===== config.mk =====
export PLATFORM = sky130hd
export DESIGN_NAME = lif_neuron_param_loader_multi_flat
export DESIGN_NICKNAME = d
export VERILOG_FILES = /design/src/rtl/lif_loader_pkg.sv /design/src/rtl/lif_neuron_param_loader_multi_if.sv /design/src/rtl/lif_param_bank.sv /design/src/rtl/lif_neuron_param_loader_multi.sv /design/src/flat_wrapper.sv
export SDC_FILE = /design/constraint.sdc
export NUM_CORES = 1
export LEC_CHECK = 0
export BUFFER_PORTS_ARGS = -buffer_cell sky130_fd_sc_hd__buf_4
export CORE_MARGIN = 4
export CORE_UTILIZATION = 45
export DETAILED_ROUTE_END_ITERATION = 10
export PLACE_DENSITY = 0.66
export SLEW_MARGIN = 20
export SYNTH_ARGS = -nofsm -noshare
export SYNTH_HDL_FRONTEND = slang
export SYNTH_HIERARCHICAL = 1
export SYNTH_SLANG_ARGS = --single-unit
export TNS_END_PERCENT = 20

===== constraint.sdc =====
create_clock -name clk -period 5 [get_ports clk]
set_input_delay 1.5 -clock clk [delete_from_list [all_inputs] [get_ports clk]]
set_output_delay 1.5 -clock clk [all_outputs]
set_load 0.005 [all_outputs]

===== src/rtl/lif_loader_pkg.sv =====
// lif_loader_pkg: shared definitions for the LIF neuron serial parameter loader.
//   - state_e      : loader FSM state encoding
//   - FLD_*        : field index of each parameter byte within a frame
//   - HDR_BITS / FIELD_BITS / NUM_FIELDS : frame geometry
//   - BCAST_BIT    : header bit selecting broadcast to every neuron
package lif_loader_pkg;

   typedef enum logic [1:0] {
      ST_IDLE         = 2'd0,
      ST_HEADER       = 2'd1,
      ST_FIELD        = 2'd2,
      ST_WAIT_RELEASE = 2'd3
   } state_e;

   localparam int HDR_BITS   = 8;
   localparam int FIELD_BITS = 8;
   localparam int NUM_FIELDS = 5;
   localparam int BCAST_BIT  = 7;

   localparam logic [2:0] FLD_WA     = 3'd0;
   localparam logic [2:0] FLD_WB     = 3'd1;
   localparam logic [2:0] FLD_LEAK   = 3'd2;
   localparam logic [2:0] FLD_THRESH = 3'd3;
   localparam logic [2:0] FLD_CYC    = 3'd4;

endpackage


===== src/rtl/lif_neuron_param_loader_multi_if.sv =====
// lif_neuron_param_loader_multi_if: serial load port and frame status.
//   serial_data_in : serial bit, MSB first
//   load_enable    : frame gate, high for the whole frame
//   params_ready   : no frame in progress
//   frame_done     : one-cycle pulse after a successful commit
//   frame_error    : one-cycle pulse on abort / bad address / parity fail
// master = serial source, slave = loader.
interface lif_neuron_param_loader_multi_if;
   logic serial_data_in;
   logic load_enable;
   logic params_ready;
   logic frame_done;
   logic frame_error;

   modport master (
      output serial_data_in, load_enable,
      input  params_ready, frame_done, frame_error
   );

   modport slave (
      input  serial_data_in, load_enable,
      output params_ready, frame_done, frame_error
   );
endinterface


===== src/rtl/lif_param_bank.sv =====
// lif_param_bank: one neuron's active parameter set.
//   clk, reset  : clock, async active-high reset (loads DEF_* values)
//   commit      : single-cycle strobe copying the sh_* inputs into the set
//   sh_*        : staged values to commit
//   wa..cyc     : active parameters
module lif_param_bank #(
   parameter int W_WEIGHT   = 3,
   parameter int W_LEAK     = 8,
   parameter int W_THRESH   = 8,
   parameter int W_CYC      = 4,
   parameter int DEF_WA     = 2,
   parameter int DEF_WB     = 2,
   parameter int DEF_LEAK   = 2,
   parameter int DEF_THRESH = 30,
   parameter int DEF_CYC    = 2
) (
   input  logic                clk,
   input  logic                reset,
   input  logic                commit,
   input  logic [W_WEIGHT-1:0] sh_wa,
   input  logic [W_WEIGHT-1:0] sh_wb,
   input  logic [W_LEAK-1:0]   sh_leak,
   input  logic [W_THRESH-1:0] sh_thresh,
   input  logic [W_CYC-1:0]    sh_cyc,
   output logic [W_WEIGHT-1:0] wa,
   output logic [W_WEIGHT-1:0] wb,
   output logic [W_LEAK-1:0]   leak,
   output logic [W_THRESH-1:0] thresh,
   output logic [W_CYC-1:0]    cyc
);

   localparam logic [W_WEIGHT-1:0] RST_WA     = W_WEIGHT'(DEF_WA);
   localparam logic [W_WEIGHT-1:0] RST_WB     = W_WEIGHT'(DEF_WB);
   localparam logic [W_LEAK-1:0]   RST_LEAK   = W_LEAK'(DEF_LEAK);
   localparam logic [W_THRESH-1:0] RST_THRESH = W_THRESH'(DEF_THRESH);
   localparam logic [W_CYC-1:0]    RST_CYC    = W_CYC'(DEF_CYC);

   logic [W_WEIGHT-1:0] wa_q, wa_d, wb_q, wb_d;
   logic [W_LEAK-1:0]   leak_q, leak_d;
   logic [W_THRESH-1:0] thresh_q, thresh_d;
   logic [W_CYC-1:0]    cyc_q, cyc_d;

   always_comb begin
      wa_d     = wa_q;
      wb_d     = wb_q;
      leak_d   = leak_q;
      thresh_d = thresh_q;
      cyc_d    = cyc_q;
      if (commit) begin
         wa_d     = sh_wa;
         wb_d     = sh_wb;
         leak_d   = sh_leak;
         thresh_d = sh_thresh;
         cyc_d    = sh_cyc;
      end
   end

   always_ff @(posedge clk or posedge reset) begin
      if (reset) begin
         wa_q     <= RST_WA;
         wb_q     <= RST_WB;
         leak_q   <= RST_LEAK;
         thresh_q <= RST_THRESH;
         cyc_q    <= RST_CYC;
      end else begin
         wa_q     <= wa_d;
         wb_q     <= wb_d;
         leak_q   <= leak_d;
         thresh_q <= thresh_d;
         cyc_q    <= cyc_d;
      end
   end

   assign wa     = wa_q;
   assign wb     = wb_q;
   assign leak   = leak_q;
   assign thresh = thresh_q;
   assign cyc    = cyc_q;

endmodule


===== src/rtl/lif_neuron_param_loader_multi.sv =====
// lif_neuron_param_loader_multi: serial, addressed parameter loader for an
// array of NUM_NEURONS LIF neurons.
//   clk, reset  : clock, async active-high reset (all neurons to DEF_*)
//   enable      : clock enable; low freezes all state and outputs
//   ser         : serial pins + status (slave modport)
//   *_flat      : per-neuron active parameters, neuron i at [i*W +: W]
// Frame: header byte (bit7 broadcast, bits[6:0] address) then WA, WB, LEAK,
// THRESH, CYC bytes, MSB first. Build option LIF_LOADER_PARITY_EN appends a
// 49th even-parity bit over the preceding 48 bits.
module lif_neuron_param_loader_multi
   import lif_loader_pkg::*;
#(
   parameter int NUM_NEURONS = 4,
   parameter int W_WEIGHT    = 3,
   parameter int W_LEAK      = 8,
   parameter int W_THRESH    = 8,
   parameter int W_CYC       = 4,
   parameter int DEF_WA      = 2,
   parameter int DEF_WB      = 2,
   parameter int DEF_LEAK    = 2,
   parameter int DEF_THRESH  = 30,
   parameter int DEF_CYC     = 2
) (
   input  logic                            clk,
   input  logic                            reset,
   input  logic                            enable,
   lif_neuron_param_loader_multi_if.slave  ser,
   output logic [NUM_NEURONS*W_WEIGHT-1:0] weight_a_flat,
   output logic [NUM_NEURONS*W_WEIGHT-1:0] weight_b_flat,
   output logic [NUM_NEURONS*W_LEAK-1:0]   leak_rate_flat,
   output logic [NUM_NEURONS*W_THRESH-1:0] threshold_flat,
   output logic [NUM_NEURONS*W_CYC-1:0]    leak_cycles_flat
);

   state_e              state_q, state_d;
   logic [6:0]          shift_q, shift_d;
   logic [2:0]          bit_cnt_q, bit_cnt_d;
   logic [2:0]          fld_q, fld_d;
   logic [7:0]          hdr_q, hdr_d;
   logic [W_WEIGHT-1:0] wa_sh_q, wa_sh_d, wb_sh_q, wb_sh_d;
   logic [W_LEAK-1:0]   leak_sh_q, leak_sh_d;
   logic [W_THRESH-1:0] thr_sh_q, thr_sh_d;
   logic                ready_q, ready_d;
   logic                done_q, done_d;
   logic                err_q, err_d;

   logic [7:0]          byte_d;
   logic                last_bit;
   logic                addr_ok;
   logic                frame_ok;
   logic                commit;
   logic [W_CYC-1:0]    cyc_commit;

   // Byte including the bit sampled this cycle.
   assign byte_d  = {shift_q, ser.serial_data_in};
   assign addr_ok = hdr_q[BCAST_BIT] | (32'(hdr_q[6:0]) < NUM_NEURONS);

`ifdef LIF_LOADER_PARITY_EN
   logic             par_q, par_d;
   logic [W_CYC-1:0] cyc_sh_q, cyc_sh_d;

   // Parity bit is the only bit of pseudo-field NUM_FIELDS.
   assign last_bit   = (fld_q == 3'(NUM_FIELDS));
   // Even parity: XOR of all 49 bits must be zero.
   assign frame_ok   = addr_ok & ~(par_q ^ ser.serial_data_in);
   assign cyc_commit = cyc_sh_q;
`else
   assign last_bit   = (fld_q == FLD_CYC) && (bit_cnt_q == 3'd7);
   assign frame_ok   = addr_ok;
   // CYC byte completes on the committing edge, so it bypasses the shadow.
   assign cyc_commit = byte_d[W_CYC-1:0];
`endif

   always_comb begin
      state_d   = state_q;
      shift_d   = shift_q;
      bit_cnt_d = bit_cnt_q;
      fld_d     = fld_q;
      hdr_d     = hdr_q;
      wa_sh_d   = wa_sh_q;
      wb_sh_d   = wb_sh_q;
      leak_sh_d = leak_sh_q;
      thr_sh_d  = thr_sh_q;
      ready_d   = ready_q;
      done_d    = done_q;
      err_d     = err_q;
      commit    = 1'b0;
`ifdef LIF_LOADER_PARITY_EN
      par_d     = par_q;
      cyc_sh_d  = cyc_sh_q;
`endif
      if (enable) begin
         done_d = 1'b0;
         err_d  = 1'b0;
         case (state_q)
            ST_IDLE: begin
               if (ser.load_enable) begin
                  state_d   = ST_HEADER;
                  ready_d   = 1'b0;
                  shift_d   = '0;
                  bit_cnt_d = '0;
                  fld_d     = '0;
`ifdef LIF_LOADER_PARITY_EN
                  par_d     = 1'b0;
`endif
               end
            end
            ST_HEADER, ST_FIELD: begin
               if (!ser.load_enable) begin
                  // Abort: shadow is simply abandoned.
                  state_d = ST_IDLE;
                  err_d   = 1'b1;
                  ready_d = 1'b1;
               end else begin
                  shift_d   = byte_d[6:0];
                  bit_cnt_d = bit_cnt_q + 3'd1;
`ifdef LIF_LOADER_PARITY_EN
                  par_d     = par_q ^ ser.serial_data_in;
`endif
                  if (state_q == ST_HEADER) begin
                     if (bit_cnt_q == 3'd7) begin
                        hdr_d   = byte_d;
                        state_d = ST_FIELD;
                        fld_d   = FLD_WA;
                     end
                  end else if (last_bit) begin
                     commit  = frame_ok;
                     done_d  = frame_ok;
                     err_d   = ~frame_ok;
                     ready_d = 1'b1;
                     state_d = ST_WAIT_RELEASE;
                  end else if (bit_cnt_q == 3'd7) begin
                     case (fld_q)
                        FLD_WA:     wa_sh_d   = byte_d[W_WEIGHT-1:0];
                        FLD_WB:     wb_sh_d   = byte_d[W_WEIGHT-1:0];
                        FLD_LEAK:   leak_sh_d = byte_d[W_LEAK-1:0];
                        FLD_THRESH: thr_sh_d  = byte_d[W_THRESH-1:0];
`ifdef LIF_LOADER_PARITY_EN
                        FLD_CYC:    cyc_sh_d  = byte_d[W_CYC-1:0];
`endif
                        default: ;
                     endcase
                     fld_d = fld_q + 3'd1;
                  end
               end
            end
            ST_WAIT_RELEASE: begin
               // Trailing bits are ignored until the gate drops.
               if (!ser.load_enable) state_d = ST_IDLE;
            end
            default: state_d = ST_IDLE;
         endcase
      end
   end

   always_ff @(posedge clk or posedge reset) begin
      if (reset) begin
         state_q   <= ST_IDLE;
         shift_q   <= '0;
         bit_cnt_q <= '0;
         fld_q     <= '0;
         hdr_q     <= '0;
         wa_sh_q   <= '0;
         wb_sh_q   <= '0;
         leak_sh_q <= '0;
         thr_sh_q  <= '0;
         ready_q   <= 1'b1;
         done_q    <= 1'b0;
         err_q     <= 1'b0;
      end else begin
         state_q   <= state_d;
         shift_q   <= shift_d;
         bit_cnt_q <= bit_cnt_d;
         fld_q     <= fld_d;
         hdr_q     <= hdr_d;
         wa_sh_q   <= wa_sh_d;
         wb_sh_q   <= wb_sh_d;
         leak_sh_q <= leak_sh_d;
         thr_sh_q  <= thr_sh_d;
         ready_q   <= ready_d;
         done_q    <= done_d;
         err_q     <= err_d;
      end
   end

`ifdef LIF_LOADER_PARITY_EN
   always_ff @(posedge clk or posedge reset) begin
      if (reset) begin
         par_q    <= 1'b0;
         cyc_sh_q <= '0;
      end else begin
         par_q    <= par_d;
         cyc_sh_q <= cyc_sh_d;
      end
   end
`endif

   assign ser.params_ready = ready_q;
   assign ser.frame_done   = done_q;
   assign ser.frame_error  = err_q;

   for (genvar i = 0; i < NUM_NEURONS; i++) begin : g_bank
      logic sel;
      assign sel = commit & (hdr_q[BCAST_BIT] | (hdr_q[6:0] == 7'(i)));

      lif_param_bank #(
         .W_WEIGHT   (W_WEIGHT),
         .W_LEAK     (W_LEAK),
         .W_THRESH   (W_THRESH),
         .W_CYC      (W_CYC),
         .DEF_WA     (DEF_WA),
         .DEF_WB     (DEF_WB),
         .DEF_LEAK   (DEF_LEAK),
         .DEF_THRESH (DEF_THRESH),
         .DEF_CYC    (DEF_CYC)
      ) u_bank (
         .clk       (clk),
         .reset     (reset),
         .commit    (sel),
         .sh_wa     (wa_sh_q),
         .sh_wb     (wb_sh_q),
         .sh_leak   (leak_sh_q),
         .sh_thresh (thr_sh_q),
         .sh_cyc    (cyc_commit),
         .wa        (weight_a_flat[i*W_WEIGHT +: W_WEIGHT]),
         .wb        (weight_b_flat[i*W_WEIGHT +: W_WEIGHT]),
         .leak      (leak_rate_flat[i*W_LEAK +: W_LEAK]),
         .thresh    (threshold_flat[i*W_THRESH +: W_THRESH]),
         .cyc       (leak_cycles_flat[i*W_CYC +: W_CYC])
      );
   end

endmodule

===== src/flat_wrapper.sv =====
// flat-port wrapper written by rule: the top's interface ports become plain ports
module lif_neuron_param_loader_multi_flat import lif_loader_pkg::*;
#(
   parameter int NUM_NEURONS = 4,
   parameter int W_WEIGHT    = 3,
   parameter int W_LEAK      = 8,
   parameter int W_THRESH    = 8,
   parameter int W_CYC       = 4,
   parameter int DEF_WA      = 2,
   parameter int DEF_WB      = 2,
   parameter int DEF_LEAK    = 2,
   parameter int DEF_THRESH  = 30,
   parameter int DEF_CYC     = 2
)
  (clk, reset, enable, weight_a_flat, weight_b_flat, leak_rate_flat, threshold_flat, leak_cycles_flat, ser_serial_data_in, ser_load_enable, ser_params_ready, ser_frame_done, ser_frame_error);
  lif_neuron_param_loader_multi_if ser_i ();
  input  logic clk;
  input  logic reset;
  input  logic enable;
  output logic [NUM_NEURONS*W_WEIGHT-1:0] weight_a_flat;
  output logic [NUM_NEURONS*W_WEIGHT-1:0] weight_b_flat;
  output logic [NUM_NEURONS*W_LEAK-1:0] leak_rate_flat;
  output logic [NUM_NEURONS*W_THRESH-1:0] threshold_flat;
  output logic [NUM_NEURONS*W_CYC-1:0] leak_cycles_flat;
  input wire logic [$bits(ser_i.serial_data_in)-1:0] ser_serial_data_in;
  input wire logic [$bits(ser_i.load_enable)-1:0] ser_load_enable;
  output wire logic [$bits(ser_i.params_ready)-1:0] ser_params_ready;
  output wire logic [$bits(ser_i.frame_done)-1:0] ser_frame_done;
  output wire logic [$bits(ser_i.frame_error)-1:0] ser_frame_error;
  assign ser_i.serial_data_in = ser_serial_data_in;
  assign ser_i.load_enable = ser_load_enable;
  assign ser_params_ready = ser_i.params_ready;
  assign ser_frame_done = ser_i.frame_done;
  assign ser_frame_error = ser_i.frame_error;
  lif_neuron_param_loader_multi #(.NUM_NEURONS(NUM_NEURONS), .W_WEIGHT(W_WEIGHT), .W_LEAK(W_LEAK), .W_THRESH(W_THRESH), .W_CYC(W_CYC), .DEF_WA(DEF_WA), .DEF_WB(DEF_WB), .DEF_LEAK(DEF_LEAK), .DEF_THRESH(DEF_THRESH), .DEF_CYC(DEF_CYC)) u_core (.clk(clk), .reset(reset), .enable(enable), .ser(ser_i), .weight_a_flat(weight_a_flat), .weight_b_flat(weight_b_flat), .leak_rate_flat(leak_rate_flat), .threshold_flat(threshold_flat), .leak_cycles_flat(leak_cycles_flat));
endmodule

# [Yosys cells after proc, flatten, opt, wreduce, memory -nomap -nowiden]
# Index checks and enable logic that the tools add are counted.
# W data, S select, Z words.
[op_classes] add_sub_neg=2 order_cmp=1 n_eq_ne=21 muxes=33 n_bitwise=12 n_reduce_logical=15
[op_table] op="$reduce_and A7 Y1" n=5
[op_table] op="$mux W3" n=7
[op_table] op="$reduce_and A5 Y1" n=3
[op_table] op="$eq A7 B2 Y1 const B" n=2
[op_table] op="$mux W7" n=2
[op_table] op="$pmux W7 S2" n=1
[op_table] op="$mux W1" n=13
[op_table] op="$mux W2" n=6
[op_table] op="$pmux W3 S2" n=2
[op_table] op="$ne A3 B3 Y1 const B" n=3
[op_table] op="$eq A7 B1 Y1 const B" n=1
[op_table] op="$logic_not A7 Y1" n=1
[op_table] op="$lt A7 B3 Y1 const B" n=1
[op_table] op="$add A3 B1 Y3 const B" n=2
[op_table] op="$eq A3 B2 Y1 const B" n=2
[op_table] op="$eq A3 B3 Y1 const B" n=2
[op_table] op="$ne A2 B2 Y1 const B" n=3
[op_table] op="$pmux W2 S3" n=1
[op_table] op="$or A1 B1 Y1" n=5
[op_table] op="$and A1 B1 Y1" n=4
[op_table] op="$eq A2 B2 Y1 const B" n=2
[op_table] op="$ne A4 B2 Y1 const B" n=1
[op_table] op="$ne A4 B4 Y1 const B" n=1
[op_table] op="$reduce_and A4 Y1" n=1
[op_table] op="other kinds (11)" n=13
[word_totals] ff_bits=152 inputBits=5 output_inout_bits=107 elab_cells=116

# [Longest topological paths before layout]
[logic_depth] word_depth=8 depth_mapped=9 mapped_depth_nobuf=7

# [Modules after synthesis]
# The synthesis kept the hierarchy.
[by_module_without_submodules] module="lif_param_bank" n_inst=4 cells_each=56 area_per_inst_um2=1083.5 seq_area_each_um2=660.6
[by_module_without_submodules] module="lif_neuron_param_loader_multi" n_inst=1 cells_each=172 area_per_inst_um2=2194.6 seq_area_each_um2=1202.4

# [Least setup slack after synthesis]
# Ideal clock, no wire load.
[synth_timing] path_kind="input to register" from="in enable" to="reg u_core.g_bank[0].u_bank.cyc_q[3]" setup_ns=0.125 arrival_ns=2.642 t_required_ns=4.875 slack_ns=2.233 cell_stages=7 path_buffers=3 path_cell_list="and3_1 buf_4 nand3_1 nor2_1 buf_6 buf_12 mux2_4"
[synth_between] elab_chain_cells=2
[synth_lines] item="start: declaration" line="flat_wrapper.sv:19" source="input logic enable;"
[synth_lines] item="$mux W1" line="lif_neuron_param_loader_multi.sv:92" source="if (enable) begin"
[synth_lines] item="$and A1 B1 Y1" line="lif_neuron_param_loader_multi.sv:204" source="assign sel = commit & (hdr_q[BCAST_BIT] | (hdr_q[6:0] == 7'(i)));"
[synth_lines] item="named net u_core.g_bank[0].sel" line="lif_neuron_param_loader_multi.sv:203" source="logic sel;"
[synth_lines] item="end signal: assignment" line="lif_param_bank.sv:70" source="cyc_q <= cyc_d;"
[synth_lines] item="end: declaration" line="lif_param_bank.sv:41" source="logic [W_CYC-1:0] cyc_q, cyc_d;"
# The timed path passes the listed nets, and every way through them passes these cells.
# A chain may end at the register's enable or synchronous reset.

# [Worst setup path after layout]
[layout_timing] from="in enable" to="reg u_core.g_bank[0].u_bank.wa_q[0]"
[layout_between] elab_chain_cells=2
[layout_lines] item="$mux W1" line="lif_neuron_param_loader_multi.sv:92"
[layout_lines] item="$and A1 B1 Y1" line="lif_neuron_param_loader_multi.sv:204"
[layout_lines] item="named net u_core.g_bank[0].sel" line="lif_neuron_param_loader_multi.sv:203"
[layout_lines] item="end signal: assignment" line="lif_param_bank.sv:66" source="wa_q <= wa_d;"
[layout_lines] item="end: declaration" line="lif_param_bank.sv:38" source="logic [W_WEIGHT-1:0] wa_q, wa_d, wb_q, wb_d;"
# The timed path passes the listed nets, and every way through them passes these cells.

==> tab_implementation.tex <==
\begin{tabular}{lr}
\hline
Metric & Value \\
\hline
\multicolumn{2}{l}{\textbf{Outcome}} \\
Run status & complete, no violations \\
\multicolumn{2}{l}{\textbf{Clocking}} \\
TritonCTS buffer count & 17 \\
Hold\_buf cts & 0 \\
Clock latency of the later-clocked register in the worst-skew pair & between 0.4 and 0.5 ns \\
Clock tree root driver cell & sky130\_fd\_sc\_hd\_\_clkbuf\_16 \\
CTS-repair resized insts & 0 \\
Deepest clock path buffer count & 2 \\
TritonCTS clock tree & yes \\
CTS sink cnt & 152 \\
Setup Buffers After CTS & 0 \\
CTS H-Tree Depth & 4 \\
Clock transition time at the flip-flop clock pins of the worst setup and hold paths & approximately 0.060 ns \\
\multicolumn{2}{l}{\textbf{Global route}} \\
Via count of the first global-routing pass & about 4000 \\
Overflow left after global routing & 0 \\
First-pass GRT wire length & $\sim$23000 microns \\
Number of antenna violations at the first check in global routing & 0 \\
GRT Total Usage & 18.01\% \\
Largest net degree at the start of global routing & a little under 50 \\
\multicolumn{2}{l}{\textbf{Logic synthesis}} \\
Proportion of register bits with asynchronous set or reset after synthesis & between 90\% and 100\% \\
Dominant synthesized flop cell & sky130\_fd\_sc\_hd\_\_dfrtp\_1 \\
Synth Area in Simple Gates & under 10\% \\
Post-synthesis average cell area & approximately 16 sq um \\
Mux share of post-synthesis cell area & between 20\% and 30\% \\
Net count after synthesis & around 400 \\
Number of enable-type register cells in the synthesized netlist & 0 \\
Count of distinct cell types in the synthesized netlist & 37 \\
Fraction of synthesized cell area in xor and xnor cells & 0\% \\
Proportion of synthesized chip area in sequential cells & 58.89\% \\
Cell area after synthesis & 6529 sq um \\
Synthesis-stage register bit count & roughly 150 \\
Area leader, netlist & sky130\_fd\_sc\_hd\_\_dfrtp\_1 \\
Area fraction of the dominant cell type after synthesis & between 40\% and 50\% \\
Leading post-synthesis cells by cell area & sky130\_fd\_sc\_hd\_\_dfrtp\_1 (46\%), sky130\_fd\_sc\_hd\_\_mux2\_4 (18\%), sky130\_fd\_sc\_hd\_\_dfstp\_2 (13\%), sky130\_fd\_sc\_hd\_\_mux2\_2 (9.7\%), sky130\_fd\_sc\_hd\_\_buf\_12 (2.5\%) \\
Share of synthesized cell area in full adder, half adder and majority cells & under 10\% \\
Synth Area in Compound Gates & $\sim$3.3\% \\
Dominant combinational cell family by area after synthesis & multiplexers \\
Yosys Warn Count & 6 \\
Cell count after synthesis & approximately 400 \\
\multicolumn{2}{l}{\textbf{Route}} \\
Mean routed wirelength per cell & between 20 and 25 microns \\
Total length of routed wires & roughly 14000 microns \\
Number of search-and-repair iterations in the first detailed-routing pass & 4 \\
DRC errors left & 0 \\
Vias after detailed routing & between 3000 and 4000 \\
Via density per instance & roughly 5.2 \\
Number of nets still failing antenna checks after routing & 0 \\
Number of DRC markers after the initial detailed-route iteration & approximately 210 \\
\multicolumn{2}{l}{\textbf{Critical path}} \\
Type of the worst setup path & in2reg \\
Top cell family by delay on the critical path & simple AND/OR/NAND/NOR gates \\
Type of element capturing the critical path & flop \\
Cell Chain, Critical Path & buf\_4 -> and3\_1 -> nand3\_1 -> nor2\_4 -> buf\_12 -> mux2\_4 \\
Slowest stage delay, CP & around 0.64 ns \\
Required time worst endpoint & between 5 and 6 ns \\
Sort of element at the start of the critical path & input pin \\
Sum of buffers and inverters on the critical path & 2 \\
Crit path arrival time & 3.84 ns \\
Largest fanout on the critical path & 15 \\
Slowest cell on the critical path & sky130\_fd\_sc\_hd\_\_nor2\_4 \\
\multicolumn{2}{l}{\textbf{STA}} \\
Worst rel slew slack & 44.24\% \\
Final worst path period need & between 3 and 4 ns \\
Unrepaired setup endpoints after global routing & no \\
Number of pins with negative max-slew slack in the final report & 0 \\
Accumulated negative setup slack & 0 ns \\
Hold violation total from the final report & 0 \\
Pin slew with the least headroom to its limit & 0.8355 ns \\
Number of setup violations in the final report & 0 \\
Worst clock skew & 0.009488 ns \\
Fin crit share & 70.61\% \\
Timing-limited maximum frequency & around 280 MHz \\
\multicolumn{2}{l}{\textbf{Floorplanning}} \\
DIE AREA & about 16000 sq um \\
Core Box Area & around 14000 sq um \\
Starting density of the core & roughly 46\% \\
DIE WIDTH & 128.5 microns \\
Die Height & between 100 and 150 microns \\
Top-Level Pins & approximately 110 \\
Row cnt & 43 \\
\multicolumn{2}{l}{\textbf{Cells and area}} \\
Number of fill cells in the layout & 1090 \\
Post-route cell area & around 8100 sq um \\
Layout area overhead & 23.34\% \\
Ant. Diodes & 0 \\
Commonest cells after routing, fill and taps aside & sky130\_fd\_sc\_hd\_\_dfrtp\_1 (119), sky130\_fd\_sc\_hd\_\_buf\_4 (114), sky130\_fd\_sc\_hd\_\_mux2\_4 (80) \\
Register Area & 3845 sq um \\
Total area of multi-input combinational cells & $\sim$2400 sq um \\
Most frequent standard cell in the layout excluding fill and tap cells & sky130\_fd\_sc\_hd\_\_dfrtp\_1 \\
Share of final-layout standard cells stronger than drive strength 1 & a little over three fifths \\
Final nets & 530 \\
\multicolumn{2}{l}{\textbf{Placed design}} \\
IO buf count & 111 \\
DP Wirelength & between 9000 and 10000 microns \\
Placed standard-cell area & around 7500 sq um \\
Weighted congestion at the end of routability-driven global placement & 0.7699 \\
\multicolumn{2}{l}{\textbf{Hold path}} \\
Path type of the worst min-delay path & reg2reg \\
\multicolumn{2}{l}{\textbf{Power and ir drop}} \\
Worst ir drop on vdd & 258.2 uV \\
Total power divided by cell area & 372.5 nW/um\^{}2 \\
Static power due to leakage & 4.008 nW \\
\multicolumn{2}{l}{\textbf{Job}} \\
Number of violations of the max-capacitance limit & 0 \\
\hline
\end{tabular}
Yosys cell counts, drive strengths merged, types with 2 or more instances:
cell type  instances
nand2              8
a211oi             2
mux2             136
mux2i              2
o22ai              2
dfrtp            119
dfstp             33
inv               15
ha                11
buf               14
a21oi              9
nand3              4
and3               3
o21ai              6
clkbuf             3
nor2               9
a22o               9
logic make-up after synthesis:
logic type	count (synthesis)
mux	138
flops	152
buf+inv	32
compound gates	32
simple gates	31
fa+ha+maj	11
flip-flops by register name, summed over array words and instances, names as in the netlist:
register and flops:
u_core/g_bank.u_bank/leak 32, u_core/g_bank.u_bank/thresh 32, u_core/g_bank.u_bank/cyc 16, u_core/g_bank.u_bank/wa 12, u_core/g_bank.u_bank/wb 12, u_core/hdr_q 8, u_core/leak_sh_q 8, u_core/thr_sh_q 8
u_core/shift_q 7, u_core/bit_cnt_q 3, u_core/fld_q 3, u_core/wa_sh_q 3, u_core/wb_sh_q 3, u_core/state_q 2, u_core/ser.frame_done 1, u_core/ser.frame_error 1
u_core/ser.params_ready 1
power by group:
group	switching, mW	internal [mW]
sequential	0.0987	1.30
clock	0.499	0.788
combinational	0.179	0.134
total	0.776	2.22
through the flow:
stage | cells | utilization, % | hold slack (ns) | power, mW | setup WS, ns
floorplan | 396 | - | 0.4701 | 1.614 | 2.233
global placement | 675 | 53.06 | 0.4804 | 1.711 | 1.110
detailed placement | 675 | 53.06 | 0.4901 | 1.730 | 1.033
CTS | 707 | 57.34 | 0.5039 | 3.028 | 1.501
global route | 707 | 57.35 | 0.5150 | 3.129 | 1.378
finish | 707 | 57.35 | 0.5103 | 3.000 | 1.470
worst register-to-register path, stage by stage (launching register included):
cell,delay [ns]
sky130_fd_sc_hd__dfrtp_1,0.41
sky130_fd_sc_hd__inv_1,0.08
sky130_fd_sc_hd__ha_1,0.48
sky130_fd_sc_hd__and3_1,0.59
sky130_fd_sc_hd__nand3_1,0.47
sky130_fd_sc_hd__nor2_4,0.65
sky130_fd_sc_hd__buf_12,0.25
sky130_fd_sc_hd__mux2_4,0.32
metal layers:
metal	global-route usage (%)	part of all wire (%)
met3	5.064	4.7
met1	24.67	45
met2	27.64	49
met4	6.305	1.7
met5	0	0
worst paths after layout:
check	cells past startpoint	slack, ns	start	to
worst max-delay path	6	1.47	enable	u_core/g_bank[0].u_bank/wa[0]
worst min-delay path	1	0.51	u_core/hdr_q[6]	u_core/hdr_q[6]
worst max register to register	7	1.64	u_core/state_q[0]	u_core/g_bank[0].u_bank/wa[0]
worst min register to register	1	0.51	u_core/hdr_q[6]	u_core/hdr_q[6]
max in group asynchronous	3	3.21	reset	u_core/g_bank[0].u_bank/cyc[1]
min in group asynchronous	2	1.14	reset	u_core/g_bank[0].u_bank/thresh[7]
cell type report:
class,instances,area share (%)
tap,180,2.797
multi-input combinational,212,30.16
timing repair buffer,116,11.12
sequential,152,47.75
clock inverter,10,1.445
clock buffer,22,6.013
inverter,15,0.7147
(Power assumes the default switching activity.)
